$ cat src/rtl/elevator_request_scheduler_pkg.sv
// elevator_pkg: shared types and constants for the elevator request scheduler.
//   sched_state_t : scheduler FSM state (IDLE / MOVE / DOOR)
//   DIR_UP/DIR_DN : encoding of travel direction and hall-call direction
package elevator_pkg;

    typedef enum logic [1:0] {
        ST_IDLE = 2'd0,
        ST_MOVE = 2'd1,
        ST_DOOR = 2'd2
    } sched_state_t;

    localparam logic DIR_UP = 1'b1;
    localparam logic DIR_DN = 1'b0;

endpackage

$ cat src/rtl/elevator_request_scheduler_floor_mask_scan.sv
// floor_mask_scan: combinational scan of a pending-floor mask around the car.
//   pending   : OR of the up and down pending vectors
//   cur_floor : current car floor
//   any_above : some pending bit strictly above cur_floor
//   any_below : some pending bit strictly below cur_floor
//   at_cur    : pending bit set at cur_floor
module floor_mask_scan #(
    parameter int NFLOORS = 4,
    parameter int FW      = $clog2(NFLOORS)
) (
    input  logic [NFLOORS-1:0] pending,
    input  logic [FW-1:0]      cur_floor,
    output logic               any_above,
    output logic               any_below,
    output logic               at_cur
);

    always_comb begin
        any_above = 1'b0;
        any_below = 1'b0;
        at_cur    = 1'b0;
        for (int i = 0; i < NFLOORS; i++) begin
            if (i > int'(cur_floor)) any_above = any_above | pending[i];
            if (i < int'(cur_floor)) any_below = any_below | pending[i];
            if (i == int'(cur_floor)) at_cur   = pending[i];
        end
    end

endmodule

$ cat src/rtl/elevator_request_scheduler.sv
// elevator_request_scheduler: latches hall and cabin calls into up/down
// pending vectors and runs a collective-SCAN policy driving car motion and
// door cycles.
//   clk, reset          : clock, asynchronous active-high reset
//   hall_valid/floor/dir: hall call strobe (dir 1 = up)
//   cab_valid/floor     : cabin destination strobe
//   cur_floor, arrive   : car position, arrival pulse from the sequencer
//   door_done           : door cycle finished pulse
//   move_req, move_dir  : travel command and direction (1 = up)
//   door_open_req       : open door at cur_floor
//   pending_up/dn       : latched stops per direction
//   busy                : scheduler not idle
module elevator_request_scheduler
    import elevator_pkg::*;
#(
    parameter int NFLOORS = 4,
    parameter int FW      = $clog2(NFLOORS)
) (
    input  logic               clk,
    input  logic               reset,
    input  logic               hall_valid,
    input  logic [FW-1:0]      hall_floor,
    input  logic               hall_dir,
    input  logic               cab_valid,
    input  logic [FW-1:0]      cab_floor,
    input  logic [FW-1:0]      cur_floor,
    input  logic               arrive,
    input  logic               door_done,
    output logic               move_req,
    output logic               move_dir,
    output logic               door_open_req,
    output logic [NFLOORS-1:0] pending_up,
    output logic [NFLOORS-1:0] pending_dn,
    output logic               busy
);

    sched_state_t        state_q, state_d;
    logic                dir_q, dir_d;
    logic [NFLOORS-1:0]  pending_up_q, pending_up_d;
    logic [NFLOORS-1:0]  pending_dn_q, pending_dn_d;
    logic                move_req_q, move_req_d;
    logic                move_dir_q, move_dir_d;
    logic                door_open_req_q, door_open_req_d;
    logic                busy_q, busy_d;

    logic [NFLOORS-1:0]  set_up, set_dn, clr_up, clr_dn;
    logic                hall_ok, cab_ok, call_at_cur;
    logic                any_above, any_below, at_cur;
    logic                ahead, stop;

    floor_mask_scan #(.NFLOORS(NFLOORS), .FW(FW)) u_scan (
        .pending   (pending_up_q | pending_dn_q),
        .cur_floor (cur_floor),
        .any_above (any_above),
        .any_below (any_below),
        .at_cur    (at_cur)
    );

    always_comb begin
        hall_ok     = hall_valid && (int'(hall_floor) < NFLOORS);
        cab_ok      = cab_valid && (int'(cab_floor) < NFLOORS);
        set_up      = '0;
        set_dn      = '0;
        clr_up      = '0;
        clr_dn      = '0;
        call_at_cur = 1'b0;

        // Up call at the top and down call at the bottom swap queues, since
        // the car can only leave those floors in the other direction.
        if (hall_ok) begin
            if (hall_floor == cur_floor) call_at_cur = 1'b1;
            else if ((hall_dir == DIR_UP && int'(hall_floor) != NFLOORS-1) ||
                     (hall_dir == DIR_DN && hall_floor == '0))
                set_up[hall_floor] = 1'b1;
            else
                set_dn[hall_floor] = 1'b1;
        end
        if (cab_ok) begin
            if (cab_floor > cur_floor)      set_up[cab_floor] = 1'b1;
            else if (cab_floor < cur_floor) set_dn[cab_floor] = 1'b1;
            else                            call_at_cur = 1'b1;
        end

        ahead = (dir_q == DIR_UP) ? any_above : any_below;
        stop  = (dir_q == DIR_UP)
              ? (pending_up_q[cur_floor] || (pending_dn_q[cur_floor] && !any_above))
              : (pending_dn_q[cur_floor] || (pending_up_q[cur_floor] && !any_below));

        state_d = state_q;
        dir_d   = dir_q;
        case (state_q)
            ST_IDLE: begin
                // A fresh call at the car's floor just opens the door.
                if (call_at_cur) state_d = ST_DOOR;
                else if (any_above && (dir_q == DIR_UP || !any_below)) begin
                    dir_d   = DIR_UP;
                    state_d = ST_MOVE;
                end else if (any_below) begin
                    dir_d   = DIR_DN;
                    state_d = ST_MOVE;
                end else if (at_cur) begin
                    clr_up[cur_floor] = 1'b1;
                    clr_dn[cur_floor] = 1'b1;
                    state_d = ST_DOOR;
                end
            end
            ST_MOVE: begin
                // The car is already leaving this floor: serve it on the way back.
                if (call_at_cur) begin
                    if (dir_q == DIR_UP) set_dn[cur_floor] = 1'b1;
                    else                 set_up[cur_floor] = 1'b1;
                end
                if (arrive) begin
                    if (stop) begin
                        if (dir_q == DIR_UP) clr_up[cur_floor] = 1'b1;
                        else                 clr_dn[cur_floor] = 1'b1;
                        if (!ahead) begin
                            clr_up[cur_floor] = 1'b1;
                            clr_dn[cur_floor] = 1'b1;
                            dir_d = ~dir_q;
                        end
                        state_d = ST_DOOR;
                    end else if (!ahead) begin
                        state_d = ST_IDLE;
                    end
                end
            end
            ST_DOOR: if (door_done) state_d = ST_IDLE;
            default: state_d = ST_IDLE;
        endcase

        // Clear beats set for the same bit in the same cycle.
        pending_up_d    = (pending_up_q | set_up) & ~clr_up;
        pending_dn_d    = (pending_dn_q | set_dn) & ~clr_dn;
        move_req_d      = (state_d == ST_MOVE);
        move_dir_d      = (state_d == ST_MOVE) && dir_d;
        door_open_req_d = (state_d == ST_DOOR);
        busy_d          = (state_d != ST_IDLE);
    end

    always_ff @(posedge clk or posedge reset) begin
        if (reset) begin
            state_q         <= ST_IDLE;
            dir_q           <= DIR_UP;
            pending_up_q    <= '0;
            pending_dn_q    <= '0;
            move_req_q      <= 1'b0;
            move_dir_q      <= 1'b0;
            door_open_req_q <= 1'b0;
            busy_q          <= 1'b0;
        end else begin
            state_q         <= state_d;
            dir_q           <= dir_d;
            pending_up_q    <= pending_up_d;
            pending_dn_q    <= pending_dn_d;
            move_req_q      <= move_req_d;
            move_dir_q      <= move_dir_d;
            door_open_req_q <= door_open_req_d;
            busy_q          <= busy_d;
        end
    end

    assign move_req      = move_req_q;
    assign move_dir      = move_dir_q;
    assign door_open_req = door_open_req_q;
    assign pending_up    = pending_up_q;
    assign pending_dn    = pending_dn_q;
    assign busy          = busy_q;

endmodule

$ cat config.mk
export PLATFORM = sky130hd
export DESIGN_NAME = elevator_request_scheduler
export DESIGN_NICKNAME = d
export VERILOG_FILES = /design/src/rtl/elevator_request_scheduler_pkg.sv /design/src/rtl/elevator_request_scheduler_floor_mask_scan.sv /design/src/rtl/elevator_request_scheduler.sv
export SDC_FILE = /design/constraint.sdc
export NUM_CORES = 1
export LEC_CHECK = 0
export ABC_CLOCK_PERIOD_IN_PS = 2460
export CAP_MARGIN = 40
export CORE_AREA = 2 2 53 55
export CTS_CLUSTER_DIAMETER = 120
export CTS_CLUSTER_SIZE = 10
export DETAILED_ROUTE_END_ITERATION = 8
export DIE_AREA = 0 0 55 57
export HOLD_SLACK_MARGIN = 0.02
export PLACE_DENSITY = 0.77
export SYNTH_ARGS = -nofsm -noshare
export SYNTH_HDL_FRONTEND = slang
export SYNTH_SLANG_ARGS = --single-unit
$ cat constraint.sdc
create_clock -name clk -period 2.46 [get_ports clk]
set_input_delay 0.246 -clock clk [delete_from_list [all_inputs] [get_ports clk]]
set_output_delay 0.246 -clock clk [all_outputs]
set_load 0.02 [all_outputs]
* Word-level counts from Yosys, hierarchy flattened
Index checks and enable logic that the tools add are counted.
** Storage, ports and cells
- Bits in registers :: 15
- Latch bits :: 0
- RAM bits :: 0
- Memory bits (read-only) :: 0
- Output and inout bits :: 12
- Logic and storage cells :: 149
- Memories :: 0
** Cells by class
- $add $sub $neg :: 0
- Multipliers :: 0
- Divide/modulo/power cells :: 0
- $lt $le $gt $ge :: 14
- Equality and inequality tests :: 9
- Shift operators :: 0
- Mux-type cells :: 80
- Bitwise gates (word level) :: 19
- Reductions and logical operators :: 19
** Operators by type and width (number)
- 4-bit 2-to-1 mux :: 35
- 4-bit OR :: 9
- 1-bit 2-to-1 mux :: 28
- 2-bit 2-to-1 mux :: 8
- 4-bit case mux with 2 select lines :: 2
- 1-bit logical AND :: 9
- 2-bit by 3-bit less-than comparator with 1-bit output (second input constant) :: 3
- 4-bit bitwise AND :: 2
- 4-bit inverter :: 2
- 1-bit demux with 2-bit select :: 3
- 2-bit by 1-bit >= comparator with 1-bit output (second input constant) :: 3
- 2-bit zero test :: 3
- 2-bit case mux with 3 select lines :: 1
- 1-bit binary-select mux with 2-bit select :: 2
- 2-bit by 1-bit equality test with 1-bit output (second input constant) :: 2
- 2-bit equality test (first input constant) :: 2
- 2-bit equality test (second input constant) :: 2
- 2-bit > comparator (first input constant) :: 2
- 1-bit logical OR :: 4
- 1-bit by 2-bit less-than comparator with 1-bit output (first input constant) :: 2
- 1-bit OR :: 4
- 1-bit by 2-bit equality test with 1-bit output (first input constant) :: 1
- 2-bit equality test :: 1
- 1-bit by 2-bit > comparator with 1-bit output (first input constant) :: 1
- other kinds (8) :: 10

* Logic depth before layout (Yosys ltp)
Gate-level depths: netlist (run 1).
- Depth after elaboration :: 20
- Mapped depth :: 8

* Cells and area by module
A second synthesis (run 1) with hierarchy kept.
** Second synthesis, totals
- Cell total of the unflattened synthesis :: 146
- Area, all modules :: 1202.4 um^2
** By module, submodules not included
- elevator_request_scheduler :: instances 1, cells each 137, area an instance 1142.3 um^2
- floor_mask_scan :: instances 1, cells each 9, area an instance 60.1 um^2

* Least setup slack after synthesis (run 1)
Ideal clock, no wire load.
- Path kind :: flip-flop to flip-flop
- Start point :: register pending_up_q[3] (netlist: pending_up[3])
- End point :: register busy_q (netlist: busy)
- Arrival :: 1.809 ns
- Path slack :: 0.527 ns
- Stages on the path, launching flop included :: 6
- Period minus slack after synthesis :: 1.933 ns
- Cell sequence :: dfrtp_1 > mux4_2 > nor3_1 > nor3b_2 > a32o_2 > or2_1
** Between the ends
- Longest elaborated chain between the ends :: 11
** RTL lines
- start, declared :: RTL line elevator_request_scheduler.sv:39 : logic [NFLOORS-1:0] pending_up_q, pending_up_d;
- start signal, assigned :: RTL line elevator_request_scheduler.sv:154 : pending_up_q <= pending_up_d;
- 4-bit OR :: RTL line elevator_request_scheduler.sv:52 : .pending (pending_up_q | pending_dn_q),
- 1-bit OR :: RTL line elevator_request_scheduler_floor_mask_scan.sv:23 : if (i > int'(cur_floor)) any_above = any_above | pending[i];
- 1-bit 2-to-1 mux :: RTL line elevator_request_scheduler_floor_mask_scan.sv:23
- 1-bit zero test :: RTL line elevator_request_scheduler.sv:86 : ? (pending_up_q[cur_floor] || (pending_dn_q[cur_floor] && !any_above))
- 1-bit logical AND :: RTL line elevator_request_scheduler.sv:86
- 1-bit logical OR :: RTL line elevator_request_scheduler.sv:86
- 1-bit 2-to-1 mux :: RTL line elevator_request_scheduler.sv:86
- 2-bit 2-to-1 mux :: RTL line elevator_request_scheduler.sv:114 : if (stop) begin
- 2-bit 2-to-1 mux :: RTL line elevator_request_scheduler.sv:113 : if (arrive) begin
- 2-bit case mux with 3 select lines * :: RTL line elevator_request_scheduler.sv:91 : case (state_q)
- net state_d[1] :: RTL line elevator_request_scheduler.sv:37 : sched_state_t state_q, state_d;
- 2-bit nonzero test * :: RTL line elevator_request_scheduler.sv:138 : busy_d = (state_d != ST_IDLE);
- net busy_d :: RTL line elevator_request_scheduler.sv:44 : logic busy_q, busy_d;
- end signal, assigned :: RTL line elevator_request_scheduler.sv:159 : busy_q <= busy_d;
- end, declared :: RTL line elevator_request_scheduler.sv:44
The timed path passes the listed nets; every way through them passes the cells marked *. The select of a mux whose other input is x is not followed.

* Final worst setup path (run 1)
- Start point :: input port cur_floor[0]
- End point :: register move_dir_q (netlist: move_dir)
** RTL lines
- start, declared :: RTL line elevator_request_scheduler.sv:26 : input logic [FW-1:0] cur_floor,
- 1-bit by 2-bit less-than comparator with 1-bit output / 1-bit by 2-bit > comparator with 1-bit output (equally long branches) :: RTL line elevator_request_scheduler_floor_mask_scan.sv:24, elevator_request_scheduler_floor_mask_scan.sv:23
- 1-bit 2-to-1 mux (on tied branches) :: RTL line elevator_request_scheduler_floor_mask_scan.sv:24, elevator_request_scheduler_floor_mask_scan.sv:23
- 1-bit OR (on tied branches) :: RTL line elevator_request_scheduler_floor_mask_scan.sv:24, elevator_request_scheduler_floor_mask_scan.sv:23
- 1-bit 2-to-1 mux (on tied branches) :: RTL line elevator_request_scheduler_floor_mask_scan.sv:24, elevator_request_scheduler_floor_mask_scan.sv:23
- 1-bit OR (on tied branches) :: RTL line elevator_request_scheduler_floor_mask_scan.sv:24, elevator_request_scheduler_floor_mask_scan.sv:23
- 1-bit 2-to-1 mux (on tied branches) :: RTL line elevator_request_scheduler_floor_mask_scan.sv:24, elevator_request_scheduler_floor_mask_scan.sv:23
- 1-bit zero test (on tied branches) :: RTL line elevator_request_scheduler.sv:87, elevator_request_scheduler.sv:95, elevator_request_scheduler.sv:86
- 1-bit logical AND (on tied branches) :: RTL line elevator_request_scheduler.sv:87, elevator_request_scheduler.sv:86
- 1-bit logical OR (on tied branches) :: RTL line elevator_request_scheduler.sv:87, elevator_request_scheduler.sv:86
- 1-bit 2-to-1 mux :: RTL line elevator_request_scheduler.sv:86
- 1-bit 2-to-1 mux :: RTL line elevator_request_scheduler.sv:114
- 1-bit 2-to-1 mux :: RTL line elevator_request_scheduler.sv:113
- 1-bit case mux with 2 select lines * :: RTL line elevator_request_scheduler.sv:91
- net dir_d :: RTL line elevator_request_scheduler.sv:38 : logic dir_q, dir_d;
- 1-bit logical AND * :: RTL line elevator_request_scheduler.sv:136 : move_dir_d = (state_d == ST_MOVE) && dir_d;
- net move_dir_d :: RTL line elevator_request_scheduler.sv:42 : logic move_dir_q, move_dir_d;
- end signal, assigned :: RTL line elevator_request_scheduler.sv:157 : move_dir_q <= move_dir_d;
- end, declared :: RTL line elevator_request_scheduler.sv:42
Marked as above.

==> summary.md, run 1 <==
| Metric | Value |
|---|---|
| Pleak | 0.000596 uW |
| Post-CTS setup buffer count | 0 |
| R2R Path End | pending_up[1] |
| Final Skew | 0.00264 ns |
| Clock transition at path regs | 0.10 ns |
| Sw Pwr | 743 uW |
| Final Wtd Congestion | 0.973 |
| CTS Buffer Depth | 2 |
| Sequential share of the synthesized area | 0.296 |
| Type of origin of the critical path | input port |
| Tot Pwr | 1600 uW |
| Syn Nets | 160 |
| Initial Util | 0.487 |
| DR iter-0 viols | 60 |
| Fin. Hold Viols | 0 |
| Vias/cell | 6.48 |
| Post-synthesis mux area share | 0.0383 |
| Internal | 854 uW |
| Hold slack | 0.309 ns |
| Hold Crit Class | in -> async |
| Final core utilization | 0.622 |
| Data required, critical path | 2.69 ns |
| Die ar. | 0.00314 sq mm |
| Clock sinks | 15 |
| Port buffer count | 24 |
| # rows | 19 |
| Number of distinct library cells after synthesis | 55 |
| Share of async-settable or async-resettable flops after synthesis | 1.00 |
| Synth Area in Adders | 0.0197 |
| Period minus WS final | 2.12 ns |
| Net Sw Frac | 0.465 |
| DRC Markers | 0 |
| Fmax | 471 MHz |
| Number of global-route vias before repair | 1,265 |
| Ys flop type | dfrtp_1 |
| Clock latency on the worst-skew pair | 0.28 ns |
| Drt total wl | 3.73 mm |
| CTS root buf | clkbuf_4 |
| Number of H-tree levels | 1 |
| Gate power share | 0.545 |
| CP Capture Type | register |
| Post-Synth XOR/XNOR Area | 0.0138 |
| Largest family of logic cells by synthesized area | compound AO/OA/AOI/OAI gates |
| PostCTS Resize Cnt | 0 |
| DRT antenna net count | 0 |
| Simple-gate share of the synthesized area | 0.258 |
| Worst-path fanout max | 9 |
| Die height | 57 um |
| Critical Path AT | 2.35 ns |
| Syn Std Cell Area | 0.00127 sq mm |
| Worst Setup SP | cur_floor[0] |
| Area leader, netlist | dfrtp_1 |
| Peak VDD IR | 613 uV |
| CORE AREA | 0.00262 sq mm |
| Setup-failing EPs final | 0 |
| Run status | finished, final reports clean |
| DR pass1 iterations | 4 |
| Post-Syn Area per Cell | 8.78 sq um |
| Total grt overflow | 0 |
| Crit share post-route | 0.864 |
| Worst Tran Pin Value | 0.588 ns |
| Synth warn | 0 |
| Largest net degree at the start of global routing | 16 |
| Die Width | 55 um |
| Crit path kind | in -> reg |
| Worst slew margin | 0.607 |
| Initial antenna violation count | 0 |
| Post-detail-place hpwl | 2.86 mm |
| Layout cells sized above 1 | 0.162 |
| TritonCTS clock tree | built |
| Area grow syn2layout | 27.9% |
| RSZ-0062 raised after global routing | false |
| WL/cell | 17.8 um |
| Clock buffer count from CTS | 3 |
| # hold bufs at CTS | 0 |
| Pwr Density | 981 mW/mm^2 |
| # diodes | 0 |
| EDFF count, synth | 0 |
| Seq pwr share | 0.362 |
| Total GRT Usage | 0.262 |
| Final TNS setup | 0 ns |
| Worst R2R Start | pending_dn[2] |
| First-pass GRT wire length | 6.06 mm |
| Cells after Synth | 145 |
| Clk pwr share | 0.093 |
| Cells on worst reg2reg path | 6 |
| Synth Area in Compound Gates | 0.328 |
| Final Max Slew Viols | 0 |
| R2R Setup Slk | 0.38 ns |
| Net count, final | 195 |
| Area share of the largest cell type after synthesis | 0.275 |
| Top cells by area, synth | dfrtp_1 (28%), nor2_1 (5.0%), a21oi_1 (4.7%) |
| Routed via count | 1,361 |
| Max_cap viols | 0 |
| #FFs+latches synth | 15 |
| Top Ports | 25 |
-- per-layer routing --
layer	routed length, um	vias to the layer above	track usage
met5	0	-	0
met4	71	0	0.0871
met3	341	11	0.0681
met2	1720	87	0.389
met1	1600	620	0.367
li1	-	643	-
-- worst max-delay path, stage by stage --
cell and delay, ns:
clkdlybuf4s50_1 0.43, buf_4 0.17, buf_4 0.17, nand2b_4 0.18, o32a_1 0.28, and3_1 0.20, a31o_2 0.26, o221ai_1 0.24
and2_1 0.18
-- how the worst max path moves through the flow --
stage | end | slack (ns) | depth (start not counted)
floorplan | busy | 0.53 | 5
global placement | move_dir | 0.13 | 9
detailed placement | move_dir | 0.07 | 9
CTS | move_dir | 0.37 | 9
global route | pending_up[0] | 0.22 | 9
finish | move_dir | 0.34 | 9
-- state kept, by name, indices dropped and copies added, names as in the netlist --
name	cells
busy	1
dir_q	1
door_open_req	1
move_req	1
move_dir	1
state_q	2
pending_up	4
pending_dn	4
-- layout make-up --
class / count / area (sq um)
Fill cell: 234 / 987
Multi-Input combinational cell: 118 / 837
Sequential cell: 15 / 377
Timing Repair Buffer: 35 / 323
Tap cell: 31 / 38.8
Clock buffer: 4 / 26.3
Inverter: 7 / 26.3
-- cell families (layout without fill, tap and decap cells) --
logic type / after synthesis / count (layout)
AND/OR/NAND/NOR: 58 / 58
AO/OA/AOI/OAI: 54 / 54
buffers and inverters: 12 / 46
adder cells (fa/ha/maj): 2 / 2
flip-flops: 15 / 15
XOR/XNOR: 2 / 2
multiplexers: 2 / 2
-- power groups by stage --
| stage | logic, uW | clock network (uW) | registers [uW] |
|---|---|---|---|
| 4_1_cts | 864 | 151 | 572 |
| 3_5_place_dp | 859 | 0 | 576 |
| 2_1_floorplan | 456 | 0 | 603 |
| 3_3_place_gp | 840 | 0 | 570 |
| 5_1_grt | 944 | 163 | 599 |
| 6_report | 871 | 148 | 578 |
-- metrics by stage --
step | worst slack (ns) | instance area [sq um] | cells
2_1_floorplan | 0.527 | 1270 | 145
3_5_place_dp | 0.0711 | 1600 | 206
5_1_grt | 0.221 | 1630 | 210
6_report | 0.336 | 1630 | 210
3_3_place_gp | 0.131 | 1600 | 206
4_1_cts | 0.370 | 1630 | 210
-- placed cells by master (no fill, tap or decap), types with 2 or more instances in the layout --
cell type | Yosys | routed
nand3b_1 | 2 | 2
buf_4 | 1 | 11
nor2b_1 | 2 | 2
clkdlybuf4s50_1 | 0 | 24
o21ai_0 | 6 | 6
nand3_1 | 4 | 4
nor3_1 | 7 | 7
ha_1 | 2 | 2
nor4_1 | 2 | 2
clkbuf_4 | 0 | 3
nor3b_1 | 3 | 3
a311oi_1 | 4 | 4
a41oi_1 | 2 | 2
nor2_1 | 17 | 17
dfrtp_1 | 14 | 14
o32a_1 | 2 | 2
xnor2_1 | 2 | 2
a31o_2 | 2 | 2
inv_1 | 7 | 7
a221oi_1 | 2 | 2
a21oi_1 | 12 | 12
nand2_1 | 9 | 9
or2_1 | 2 | 2
a211oi_1 | 6 | 6
a2111oi_0 | 2 | 2
-- synthesized netlist by cell type (all sizes together), types with 2 or more instances --
cell type  number
mux4            2
nor4            3
nand2b          2
ha              2
inv             7
nor2b           2
o21ai           7
nor2           17
nor3            8
a41oi           2
xnor2           2
and3            2
buf             4
a221oi          2
nor3b           4
or2             3
a32o            2
a21oi          12
o32a            2
a2111oi         2
a31o            2
nand2           9
nand3b          2
a311oi          5
nand3           4
dfrtp          14
a211oi          6
Note: power is estimated with default switching activity, not from simulation.
==> inputs of run 2 (changes only) <==
--- a/config.mk
+++ b/config.mk
@@ -13,7 +13,7 @@
 export DETAILED_ROUTE_END_ITERATION = 8
 export DIE_AREA = 0 0 55 57
 export HOLD_SLACK_MARGIN = 0.02
-export PLACE_DENSITY = 0.77
+export PLACE_DENSITY_LB_ADDON = 0.1
 export SYNTH_ARGS = -nofsm -noshare
 export SYNTH_HDL_FRONTEND = slang
 export SYNTH_SLANG_ARGS = --single-unit
==> summary.md, run 2 (synthesis results as in run 1) <==
| Metric | Value |
|---|---|
| Clk pwr share | 0.088 |
| CP Capture Type | register |
| Design Area, Final | 0.00163 sq mm |
| R2R Setup Slk | 0.39 ns |
| Final Non-Filler Cells | 208 |
| Vias/cell | 6.67 |
| CTS Buffer Depth | 2 |
| Die ar. | 0.00314 sq mm |
| Period minus WS final | 2.18 ns |
| Clock latency on the worst-skew pair | 0.29 ns |
| CTS root buf | clkbuf_4 |
| Seq pwr share | 0.358 |
| DR iter-0 viols | 82 |
| Total grt overflow | 0 |
| Internal | 862 uW |
| Sw Pwr | 736 uW |
| Worst Tran Pin Value | 0.582 ns |
| Worst slew margin | 0.612 |
| Hold Crit Class | in -> async |
| Data required, critical path | 2.63 ns |
| Clock transition at path regs | 0.09 ns |
| Setup-failing EPs final | 0 |
| Filler cells | 245 |
| Top Ports | 25 |
| Total GRT Usage | 0.262 |
| Worst R2R Start | pending_dn[1] |
| Cells on worst reg2reg path | 6 |
| Fmax | 458 MHz |
| Initial antenna violation count | 0 |
| Worst-path fanout max | 8 |
| Post-detail-place hpwl | 2.86 mm |
| Clock buffer count from CTS | 3 |
| Post-CTS setup buffer count | 0 |
| Clock sinks | 15 |
| DR pass1 iterations | 5 |
| Die height | 57 um |
| Net Sw Frac | 0.461 |
| Dpl cell area | 0.00160 sq mm |
| Pleak | 0.000591 uW |
| # hold bufs at CTS | 0 |
| WL/cell | 17.9 um |
| Crit path kind | in -> reg |
| DRT antenna net count | 0 |
| Most frequent cells in the layout | clkdlybuf4s50_1 (24), nor2_1 (17), dfrtp_1 (14) |
| Net count, final | 193 |
| Type of origin of the critical path | input port |
| R2R Path End | pending_up[1] |
| Largest net degree at the start of global routing | 16 |
| # rows | 19 |
| Fin. Hold Viols | 0 |
| Area occupied by multi-input gates | 837 sq um |
| Register area | 377 sq um |
| RSZ-0062 raised after global routing | false |
| Number of global-route vias before repair | 1,288 |
| PostCTS Resize Cnt | 0 |
| Worst Setup SP | cur_floor[0] |
| Final Skew | 0.00318 ns |
| Drt total wl | 3.72 mm |
| Area grow syn2layout | 27.7% |
| Crit share post-route | 0.887 |
| Peak VDD IR | 801 uV |
| CORE AREA | 0.00262 sq mm |
| Critical Path AT | 2.35 ns |
| Commonest non-fill, non-tap cell in the layout | clkdlybuf4s50_1 |
| Port buffer count | 24 |
| Placed cells | 204 |
| TritonCTS clock tree | built |
| Number of H-tree levels | 1 |
| Routed via count | 1,387 |
| DRC Markers | 0 |
| Gate power share | 0.554 |
| Final TNS setup | 0 ns |
| Max_cap viols | 0 |
| Layout cells sized above 1 | 0.153 |
| Final Max Slew Viols | 0 |
| Pwr Density | 983 mW/mm^2 |
| First-pass GRT wire length | 6.04 mm |
| Die Width | 55 um |
| Run status | finished, final reports clean |
| Final Wtd Congestion | 0.959 |
| # diodes | 0 |
| Initial Util | 0.487 |
==> run 2: cell count changes in the layout (fill, tap and decap cells not counted) <==
cell / previous run / this run
buf_12: 0 / 1
buf_4: 11 / 8
==> run 2: worst max path at each step <==
| stage | endpoint | cells after the start |
|---|---|---|
| after floorplan | busy | 5 |
| after CTS | move_dir | 5 |
| after global placement | move_dir | 5 |
| after global routing | pending_up[0] | 8 |
| after detailed placement | move_dir | 5 |
| final | pending_up[0] | 8 |
==> run 2: layer usage <==
layer  share of wire  track usage  routed length, um
met1            0.43        0.389               1590
met2            0.45        0.371               1690
met3            0.10       0.0759                385
met4           0.014       0.0732                 51
met5               0            0                  0
==> run 2: cell type report <==
cell class	count	share of cell area
Timing Repair Buffer	33	0.197
Sequential cell	15	0.232
Tap cell	31	0.0239
Clock buffer	4	0.0162
Inverter	7	0.0162
Multi-Input combinational cell	118	0.515
==> run 2: stage by stage <==
stage | hold slack [ns] | setup WS, ns | utilization | power [uW]
floorplan | 0.147 | 0.527 | - | 1060
global placement | 0.626 | 0.0256 | 0.611 | 1430
detailed placement | 0.627 | -0.0191 | 0.611 | 1440
CTS | 0.328 | 0.301 | 0.622 | 1590
global route | 0.366 | 0.0978 | 0.622 | 1710
finish | 0.312 | 0.277 | 0.622 | 1600
==> run 2: power groups by stage <==
stage,combinational [uW],clock [uW],sequential [uW]
6_report,885,141,572
5_1_grt,958,155,596
4_1_cts,875,148,563
3_5_place_dp,871,0,565
3_3_place_gp,863,0,563
2_1_floorplan,456,0,603
==> run 2: worst max-delay path, cell delays in order <==
cell	delay (ns)
clkdlybuf4s50_1	0.65
buf_4	0.22
o211ai_1	0.14
a31o_2	0.26
a21oi_1	0.24
nor3b_2	0.09
buf_4	0.17
a221oi_1	0.33
==> inputs of run 3 (changes only) <==
--- a/config.mk
+++ b/config.mk
@@ -7,11 +7,11 @@
 export LEC_CHECK = 0
 export ABC_CLOCK_PERIOD_IN_PS = 2460
 export CAP_MARGIN = 40
-export CORE_AREA = 2 2 53 55
+export CORE_AREA = 2 2 64 66
 export CTS_CLUSTER_DIAMETER = 120
 export CTS_CLUSTER_SIZE = 10
 export DETAILED_ROUTE_END_ITERATION = 8
-export DIE_AREA = 0 0 55 57
+export DIE_AREA = 0 0 66 68
 export HOLD_SLACK_MARGIN = 0.02
 export PLACE_DENSITY_LB_ADDON = 0.1
 export SYNTH_ARGS = -nofsm -noshare
==> summary.md, run 3 (synthesis results as in run 1) <==
| Metric | Value |
|---|---|
| Worst slew margin | 0.617 |
| Post-detail-place hpwl | 3.09 mm |
| Crit path kind | in -> reg |
| WL/cell | 16.8 um |
| PostCTS Resize Cnt | 0 |
| Cells on worst reg2reg path | 6 |
| Slowest CP cell | mux4_2 |
| Final Skew | 0.00113 ns |
| Clock buffer count from CTS | 3 |
| Critical Path AT | 2.36 ns |
| Clock sinks | 15 |
| Worst-path fanout max | 7 |
| Final TNS setup | 0 ns |
| DR pass1 iterations | 4 |
| Pleak | 0.000632 uW |
| Clock latency on the worst-skew pair | 0.25 ns |
| # rows | 23 |
| Routed via count | 1,360 |
| Fmax | 461 MHz |
| Port buffer count | 24 |
| Type of origin of the critical path | input port |
| # diodes | 0 |
| Critical path's largest stage delay | 0.53 ns |
| Clock transition at path regs | 0.06 ns |
| Max_cap viols | 0 |
| Area occupied by multi-input gates | 837 sq um |
| Layout cells sized above 1 | 0.189 |
| Commonest non-fill, non-tap cell in the layout | clkdlybuf4s50_1 |
| R2R Path End | pending_dn[1] |
| CTS root buf | clkbuf_8 |
| Hold Crit Class | in -> async |
| Die Width | 66 um |
| Vias/cell | 5.79 |
| Hold slack | 0.357 ns |
| Pwr Density | 971 mW/mm^2 |
| Net count, final | 201 |
| Crit share post-route | 0.881 |
| Final Max Slew Viols | 0 |
| Initial Util | 0.330 |
| CP Capture Type | register |
| R2R Setup Slk | 0.39 ns |
| Die ar. | 0.00449 sq mm |
| Most frequent cells in the layout | clkdlybuf4s50_1 (24), nor2_1 (17), buf_4 (17) |
| Setup-failing EPs final | 0 |
| CP bufs+invs | 2 |
| Data required, critical path | 2.65 ns |
| Register area | 377 sq um |
| Number of H-tree levels | 1 |
| Worst R2R Start | pending_up[1] |
| Worst Tran Pin Value | 0.574 ns |
| Total GRT Usage | 0.196 |
| TritonCTS clock tree | built |
| Total grt overflow | 0 |
| Post-CTS setup buffer count | 0 |
| Fin. Hold Viols | 0 |
| CTS Buffer Depth | 2 |
| DRC Markers | 0 |
| Die height | 68 um |
| Area grow syn2layout | 34.8% |
| RSZ-0062 raised after global routing | false |
| CORE AREA | 0.00386 sq mm |
| Initial antenna violation count | 0 |
| Tot Pwr | 1670 uW |
| Final Wtd Congestion | 0.924 |
| Period minus WS final | 2.17 ns |
| Filler cells | 393 |
| Drt total wl | 3.96 mm |
| Kind of cell adding the most delay to the critical path | compound AO/OA/AOI/OAI gates |
| First-pass GRT wire length | 6.60 mm |
| DRT antenna net count | 0 |
| CP Cell Sequence | clkdlybuf4s50_1 -> buf_4 -> mux4_2 -> o32a_1 -> a311oi_2 -> and2_1 |
| Number of global-route vias before repair | 1,273 |
| Peak VDD IR | 435 uV |
| Run status | finished, final reports clean |
| # hold bufs at CTS | 0 |
| Top Ports | 25 |
| DR iter-0 viols | 72 |
| Largest net degree at the start of global routing | 16 |
## run 3: cell count changes in the layout (fill, tap and decap cells not counted)
cell	delta
buf_4	+9
clkbuf_4	-3
buf_12	-1
clkbuf_8	+3
## run 3: layout make-up
type | count | area share
clock buffers | 4 | 0.0263
well taps | 50 | 0.0365
multi-input cells | 118 | 0.488
flip-flops and latches | 15 | 0.220
inverters | 7 | 0.0153
repair buffers | 41 | 0.214
## run 3: how the worst max path moves through the flow
stage | start | end | slack (ns) | cells after the start
2_1_floorplan | pending_up[3] | busy | 0.53 | 5
3_3_place_gp | cur_floor[0] | busy | 0.08 | 7
3_5_place_dp | cur_floor[0] | move_dir | 0.03 | 6
4_1_cts | cur_floor[0] | move_dir | 0.30 | 6
5_1_grt | cab_floor[0] | pending_up[0] | 0.13 | 9
6_report | cur_floor[0] | move_dir | 0.29 | 6
## run 3: routing by layer
metal	track usage	wire, um	vias to the layer above
met1	0.278	1860	655
met4	0.0612	48	0
met3	0.0345	237	7
met5	0	0	-
li1	-	-	650
met2	0.303	1810	48
## run 3: power breakdown
group / leakage [uW] / switching (uW) / total (uW) / internal [uW]
clock network: 0.0000228 / 86.5 / 201 / 115
logic: 0.000447 / 446 / 887 / 441
registers: 0.000163 / 210 / 578 / 368
total: 0.000632 / 742 / 1670 / 924
## run 3: stage by stage
step / utilization / setup slack, ns / instance area (sq um) / cells
floorplan: - / 0.527 / 1270 / 145
global placement: 0.433 / 0.0824 / 1670 / 231
detailed placement: 0.433 / 0.0346 / 1670 / 231
CTS: 0.445 / 0.298 / 1720 / 235
global route: 0.445 / 0.129 / 1720 / 235
finish: 0.445 / 0.292 / 1720 / 235
